`config.mk`:
```
export PLATFORM = sky130hd
export DESIGN_NAME = pixel_fetch_pipeline
export DESIGN_NICKNAME = d
export VERILOG_FILES = /design/src/rtl/pixel_fetch_pipeline.sv
export SDC_FILE = /design/constraint.sdc
export NUM_CORES = 1
export LEC_CHECK = 0
export CAP_MARGIN = 25
export CORE_ASPECT_RATIO = 0.75
export CORE_MARGIN = 5
export CORE_UTILIZATION = 40
export CTS_BUF_LIST = sky130_fd_sc_hd__clkbuf_4
export CTS_CLUSTER_DIAMETER = 100
export DETAILED_ROUTE_END_ITERATION = 7
export GPL_TIMING_DRIVEN = 0
export PLACE_DENSITY_LB_ADDON = 0.15
export SLEW_MARGIN = 20
export SYNTH_ARGS = -nofsm -noshare
export SYNTH_HDL_FRONTEND = slang
export SYNTH_SLANG_ARGS = --single-unit
```
`constraint.sdc`:
```
create_clock -name Clk -period 13.8 [get_ports Clk]
set_input_delay 2.07 -clock Clk [delete_from_list [all_inputs] [get_ports Clk]]
set_output_delay 2.07 -clock Clk [all_outputs]
set_load 0.05 [all_outputs]
```
`src/rtl/pixel_fetch_pipeline.sv`:
```
// Pixel fetch pipeline: turns the raster position, the Mario position and the per-frame scroll
// offset into registered RAM read addresses. It then composites the returned palette indices
// by layer priority into one pixel, aligned with delayed blank/DrawX/DrawY.
// Latency is 3 cycles: addresses at N+1, RAM data at N+2, composited pixel at N+3.
module pixel_fetch_pipeline #(
  parameter int unsigned MARIO_XOFF = 15,
  parameter int unsigned MARIO_YOFF = 30,
  parameter int unsigned MARIO_W    = 20,
  parameter int unsigned MARIO_H    = 30,
  parameter int unsigned BG_W       = 700,
  parameter int unsigned SCROLL_MAX = 60,
  parameter int unsigned BRICK_X0   = 230,
  parameter int unsigned BRICK_Y0   = 250,
  parameter int unsigned BRICK_W    = 90,
  parameter int unsigned BRICK_H    = 30
) (
  input  logic        Clk,
  input  logic        Reset,
  input  logic [9:0]  DrawX,
  input  logic [9:0]  DrawY,
  input  logic        blank,
  input  logic        vs,
  input  logic [9:0]  BallX,
  input  logic [9:0]  BallY,
  input  logic [9:0]  logx,
  output logic [18:0] mario_addr,
  output logic [18:0] bg_addr,
  output logic [18:0] brick_addr,
  input  logic [3:0]  ram_data_mario,
  input  logic [3:0]  ram_data_bg,
  input  logic [3:0]  ram_data_brick,
  output logic [3:0]  pix_index,
  output logic [1:0]  pix_layer,
  output logic        pix_blank,
  output logic [9:0]  pix_x,
  output logic [9:0]  pix_y
);

  // Frame-level scroll latch
  logic       vs_q;
  logic [9:0] scroll_q;
  logic [9:0] scroll_d;

  // Stage 1 next-state and registers (addresses are the ports themselves)
  logic [11:0] mdx, mdy, bdx, bdy;
  logic [10:0] wx;
  logic        mario_hit_d, brick_hit_d;
  logic [18:0] mario_addr_d, bg_addr_d, brick_addr_d;
  logic        mario_hit_s1, brick_hit_s1, blank_s1;
  logic [9:0]  x_s1, y_s1;

  // Stage 2 registers, in step with the RAM read
  logic        mario_hit_s2, brick_hit_s2, blank_s2;
  logic [9:0]  x_s2, y_s2;

  // Stage 3 composite
  logic [3:0]  pix_index_d;
  logic [1:0]  pix_layer_d;

  // Clamp the requested scroll to the background's spare width
  always_comb begin
    scroll_d = (logx > 10'(SCROLL_MAX)) ? 10'(SCROLL_MAX) : logx;
  end

  // Latch scroll once per frame on the vs falling edge so a frame never tears
  always_ff @(posedge Clk or posedge Reset) begin
    if (Reset) begin
      vs_q     <= 1'b1;
      scroll_q <= '0;
    end else begin
      vs_q <= vs;
      if (vs_q && !vs) begin
        scroll_q <= scroll_d;
      end
    end
  end

  // Stage 1 address arithmetic; differences are 12-bit two's complement, bit 11 = negative
  always_comb begin
    mdx = 12'({2'b00, DrawX}) - 12'({2'b00, BallX}) - 12'(MARIO_XOFF);
    mdy = 12'({2'b00, DrawY}) - 12'({2'b00, BallY}) - 12'(MARIO_YOFF);
    wx  = 11'({1'b0, DrawX}) + 11'({1'b0, scroll_q});
    bdx = 12'({1'b0, wx}) - 12'(BRICK_X0);
    bdy = 12'({2'b00, DrawY}) - 12'(BRICK_Y0);

    mario_hit_d = blank && !mdx[11] && (mdx < 12'(MARIO_W)) &&
                  !mdy[11] && (mdy < 12'(MARIO_H));
    brick_hit_d = blank && !bdx[11] && (bdx < 12'(BRICK_W)) &&
                  !bdy[11] && (bdy < 12'(BRICK_H));

    mario_addr_d = '0;
    if (mario_hit_d) begin
      mario_addr_d = 19'(mdx) + 19'(mdy) * 19'(MARIO_W);
    end
    bg_addr_d = '0;
    if (blank) begin
      bg_addr_d = 19'(wx) + 19'(DrawY) * 19'(BG_W);
    end
    brick_addr_d = '0;
    if (brick_hit_d) begin
      brick_addr_d = 19'(bdx) + 19'(bdy) * 19'(BRICK_W);
    end
  end

  // Stage 1 registers: RAM addresses plus the per-pixel tags that travel with them
  always_ff @(posedge Clk or posedge Reset) begin
    if (Reset) begin
      mario_addr   <= '0;
      bg_addr      <= '0;
      brick_addr   <= '0;
      mario_hit_s1 <= 1'b0;
      brick_hit_s1 <= 1'b0;
      blank_s1     <= 1'b0;
      x_s1         <= '0;
      y_s1         <= '0;
    end else begin
      mario_addr   <= mario_addr_d;
      bg_addr      <= bg_addr_d;
      brick_addr   <= brick_addr_d;
      mario_hit_s1 <= mario_hit_d;
      brick_hit_s1 <= brick_hit_d;
      blank_s1     <= blank;
      x_s1         <= DrawX;
      y_s1         <= DrawY;
    end
  end

  // Stage 2: delay tags by the RAM read latency
  always_ff @(posedge Clk or posedge Reset) begin
    if (Reset) begin
      mario_hit_s2 <= 1'b0;
      brick_hit_s2 <= 1'b0;
      blank_s2     <= 1'b0;
      x_s2         <= '0;
      y_s2         <= '0;
    end else begin
      mario_hit_s2 <= mario_hit_s1;
      brick_hit_s2 <= brick_hit_s1;
      blank_s2     <= blank_s1;
      x_s2         <= x_s1;
      y_s2         <= y_s1;
    end
  end

  // Layer priority: mario over brick over background; index 0 is transparent for sprites only
  always_comb begin
    pix_layer_d = 2'd0;
    pix_index_d = ram_data_bg;
    if (!blank_s2) begin
      pix_layer_d = 2'd3;
      pix_index_d = 4'd0;
    end else if (mario_hit_s2 && (ram_data_mario != 4'd0)) begin
      pix_layer_d = 2'd2;
      pix_index_d = ram_data_mario;
    end else if (brick_hit_s2 && (ram_data_brick != 4'd0)) begin
      pix_layer_d = 2'd1;
      pix_index_d = ram_data_brick;
    end
  end

  // Stage 3 output registers
  always_ff @(posedge Clk or posedge Reset) begin
    if (Reset) begin
      pix_index <= '0;
      pix_layer <= 2'd3;
      pix_blank <= 1'b0;
      pix_x     <= '0;
      pix_y     <= '0;
    end else begin
      pix_index <= pix_index_d;
      pix_layer <= pix_layer_d;
      pix_blank <= blank_s2;
      pix_x     <= x_s2;
      pix_y     <= y_s2;
    end
  end

endmodule
```
==> impl_metrics.env <==
export IMPL_insertion_delay_ps=540
export IMPL_fmax_mhz=133
export IMPL_wirelength_microns=27600
export IMPL_grt_pass1_wl_microns=44300
export IMPL_yosys_register_bits=140
export IMPL_cts_sinks=140
export IMPL_antenna_found_initial=1
export IMPL_skew_ps=34.1
export IMPL_place_inst=1711
export IMPL_num_vias=8560
export IMPL_p_leak_uw=0.00667
export IMPL_cp_max_fo=10
export IMPL_row_count=53
export IMPL_synth_edf_count=0
export IMPL_grt_pass1_vias=8427
export IMPL_synthAdderAreaFrac_pct=27.4
export IMPL_ant_nets=0
export IMPL_synthXorXnorAreaFrac_pct=8.91
export IMPL_cts_max_level=4
export IMPL_syn_avg_cell_area_sq_um=9.74
export IMPL_crit_path_max_incr_delay_ps=880
export IMPL_vdd_drop_max_uv=128
export IMPL_synth_compound_area_share_pct=13.6
export IMPL_setup_viol=0
export IMPL_muxShareOfSynthArea_pct=0.0983
export IMPL_yosysMostFrequentCell="inv_1"
export IMPL_ys_warn_count=0
export IMPL_drt_initial_drc_count=475
export IMPL_post_route_min_period_ps=7510
export IMPL_start_util_pct=40.7
export IMPL_cp_slowest_cell="clkdlybuf4s50_1"
export IMPL_relSlewSlack_pct=41.1
export IMPL_viasPerCell=4.91
export IMPL_dp_final_hpwl_microns=22200
export IMPL_port_buffers=148
export IMPL_syn_cell_area_sq_um=11500
export IMPL_path_clk_slew_ps=130
export IMPL_cts_buffers=17
export IMPL_synth_top_family_by_area="adder cells"
export IMPL_ys_seq_area_share_pct=30.6
export IMPL_cap_violations=0
export IMPL_synth_top_area_share_pct=29.9
export IMPL_synthToLayoutAreaGrowth_pct=19.9
export IMPL_place_congestion=0.831
export IMPL_rsz0062_at_grt="false"
export IMPL_die_area_sq_um=32200
export IMPL_min_period_over_period_pct=54.4
export IMPL_cellPowerDensity_nw_per_um2=189
export IMPL_cts_resized=0
export IMPL_synthTopCellsByArea="dfrtp_1, ha_1, fa_1"
export IMPL_cts_root_buf="clkbuf_4"
export IMPL_dr_pass1_iters=5
export IMPL_grt_max_degree=109
export IMPL_setup_tns_final_ps=0
export IMPL_wl_per_cell_microns=15.8
export IMPL_dieWidth_microns=205
export IMPL_synth_cell_types=71
export IMPL_worst_ep_required_time_ps=14200
export IMPL_endpoint_kind="flip-flop"
export IMPL_arrival_ps=7910
export IMPL_crit_family="adder cells"
export IMPL_maxSlewViolCount=0
export IMPL_status="complete, no violations"
export IMPL_core_region_area_sq_um=28100
export IMPL_grt_overflow_total=0
export IMPL_holdBufCountCts=0
export IMPL_cp_cell_sequence="clkdlybuf4s50_1 > inv_1 > ha_1 > nor2_1 > a31oi_1 > xnor2_1 > ha_1 > inv_1 > fa_1 > fa_1 > inv_1 > ha_1 > o21ai_0 > nand2b_1 > a41o_1 > a21o_1 > o311ai_0 > and4_1 > xnor2_1 > nor2_1"
export IMPL_path_buf_inv=4
export IMPL_io_pins=150
export IMPL_syn_inst=1176
export IMPL_layout_cells_non_filler=1745
export IMPL_synth_main_ff_cell="dfrtp_1"
export IMPL_synth_simple_gate_area_share_pct=13.2
export IMPL_drcViolationCount=0
export IMPL_grt_use_total_pct=17.3
export IMPL_cp_start_kind="primary input"
export IMPL_min_path_type="reg2reg"
export IMPL_yosysTopAreaCell="dfrtp_1"
export IMPL_p_total_uw=2590
export IMPL_ys_top_cells_by_count="inv_1, ha_1, dfrtp_1"
export IMPL_fp_dieH_microns=157
export IMPL_postCtsSetupRepairBufs=0
export IMPL_hold_violations=0
export IMPL_layout_drive_gt1_share_pct=4.64
export IMPL_crit_type="in2reg"
export IMPL_tightest_slew_ps=883
export IMPL_nFillCells=2689
export IMPL_finalNetCount=1631
export IMPL_cts_tree="yes"
export IMPL_async_reset_ff_share_pct=100
export IMPL_cts_path_max_buffers=2
cell type report:
| class | count | area [sq um] | share of cell area [%] |
|---|---|---|---|
| sequential | 140 | 3510 | 25.5 |
| buffer | 10 | 48.8 | 0.355 |
| inverter | 174 | 661 | 4.81 |
| timing repair buffer | 149 | 1510 | 11.0 |
| multi-input combinational | 853 | 7260 | 52.9 |
| antenna | 2 | 5.00 | 0.0365 |
| clock inverter | 13 | 118 | 0.857 |
| tap | 385 | 482 | 3.51 |
| clock buffer | 19 | 143 | 1.04 |
per-stage QoR:
step / hold WS (ps) / area [sq um] / utilization (%) / setup slack [ps]
5_1_grt: 344 / 13700 / 48.8 / 5880
6_report: 343 / 13700 / 48.8 / 6290
2_1_floorplan: 331 / 11500 / - / 7450
3_3_place_gp: 332 / 13400 / 47.7 / 5770
4_1_cts: 340 / 13700 / 48.8 / 6260
3_5_place_dp: 335 / 13500 / 47.9 / 5700
worst register-to-register path, cell delays in order (launching register included):
cell and delay [ps]:
dfrtp_1 410, ha_1 240, fa_1 470, a211oi_1 350, o21ai_0 190, a22oi_1 740, and2_1 260, a31oi_1 130
xor2_1 250, ha_1 420, nand3_1 80, nor3_1 210, nor2_1 90, a21oi_1 320, and4_1 260, xnor2_1 130
nor2_1 60
report_power, final:
group          switching [uW]  internal [uW]
Sequential               8.36            443
Combinational            1080            804
Clock                     160           94.7
Total                    1250           1340
registers in the layout, indices dropped and copies added, names as in the netlist, 4 cells and up:
| signal | cells |
|---|---|
| y_s1 | 10 |
| bg_addr | 19 |
| pix_x | 10 |
| pix_index | 4 |
| x_s2 | 10 |
| brick_addr | 19 |
| scroll_q | 10 |
| x_s1 | 10 |
| mario_addr | 18 |
| y_s2 | 10 |
| pix_y | 10 |
cell families after synthesis:
kind of cell	Yosys count
AOI/OAI and AO/OA	226
xor gates and xnor gates	115
adders and majority gates	220
buffers and inverters	184
DFF	140
muxes	1
other	1
and+or+nand+nor	289
routing by layer:
metal  wire length [microns]  part of all wire, %  track usage [%]  up-vias
li1                        -                    -                -     4363
met4                     249                 0.90             3.19        0
met2                   11000                   40             24.5      149
met5                       0                    0                0        -
met3                    1150                  4.2             3.17       21
met1                   15200                   55             27.6     4027
cells in the final DEF (no fill, tap or decap), types with 12 or more instances in the layout:
cell             instances
inv_1                  172
ha_1                   168
clkdlybuf4s50_1        148
dfrtp_1                137
nor2_1                  75
xnor2_1                 69
fa_1                    52
nand2_1                 50
a21oi_1                 49
o21ai_0                 45
xor2_1                  45
a21o_1                  27
nor3_1                  24
nand3_1                 23
and2_1                  21
clkbuf_4                19
nor2b_1                 18
o21a_1                  12
nor3b_1                 12
worst paths after layout:
kind / from / to / slack (ps) / depth (start not counted)
max in group asynchronous: Reset / mario_addr[5] / 11100 / 3
min in group asynchronous: Reset / brick_addr[4] / 1880 / 2
worst min register to register: y_s2[8] / pix_y[8] / 340 / 0
worst max-delay path: DrawY[1] / brick_addr[18] / 6290 / 20
worst max register to register: scroll_q[0] / brick_addr[18] / 9060 / 16
worst min-delay path: y_s2[8] / pix_y[8] / 340 / 0
Note: power is estimated with default switching activity, not from simulation.
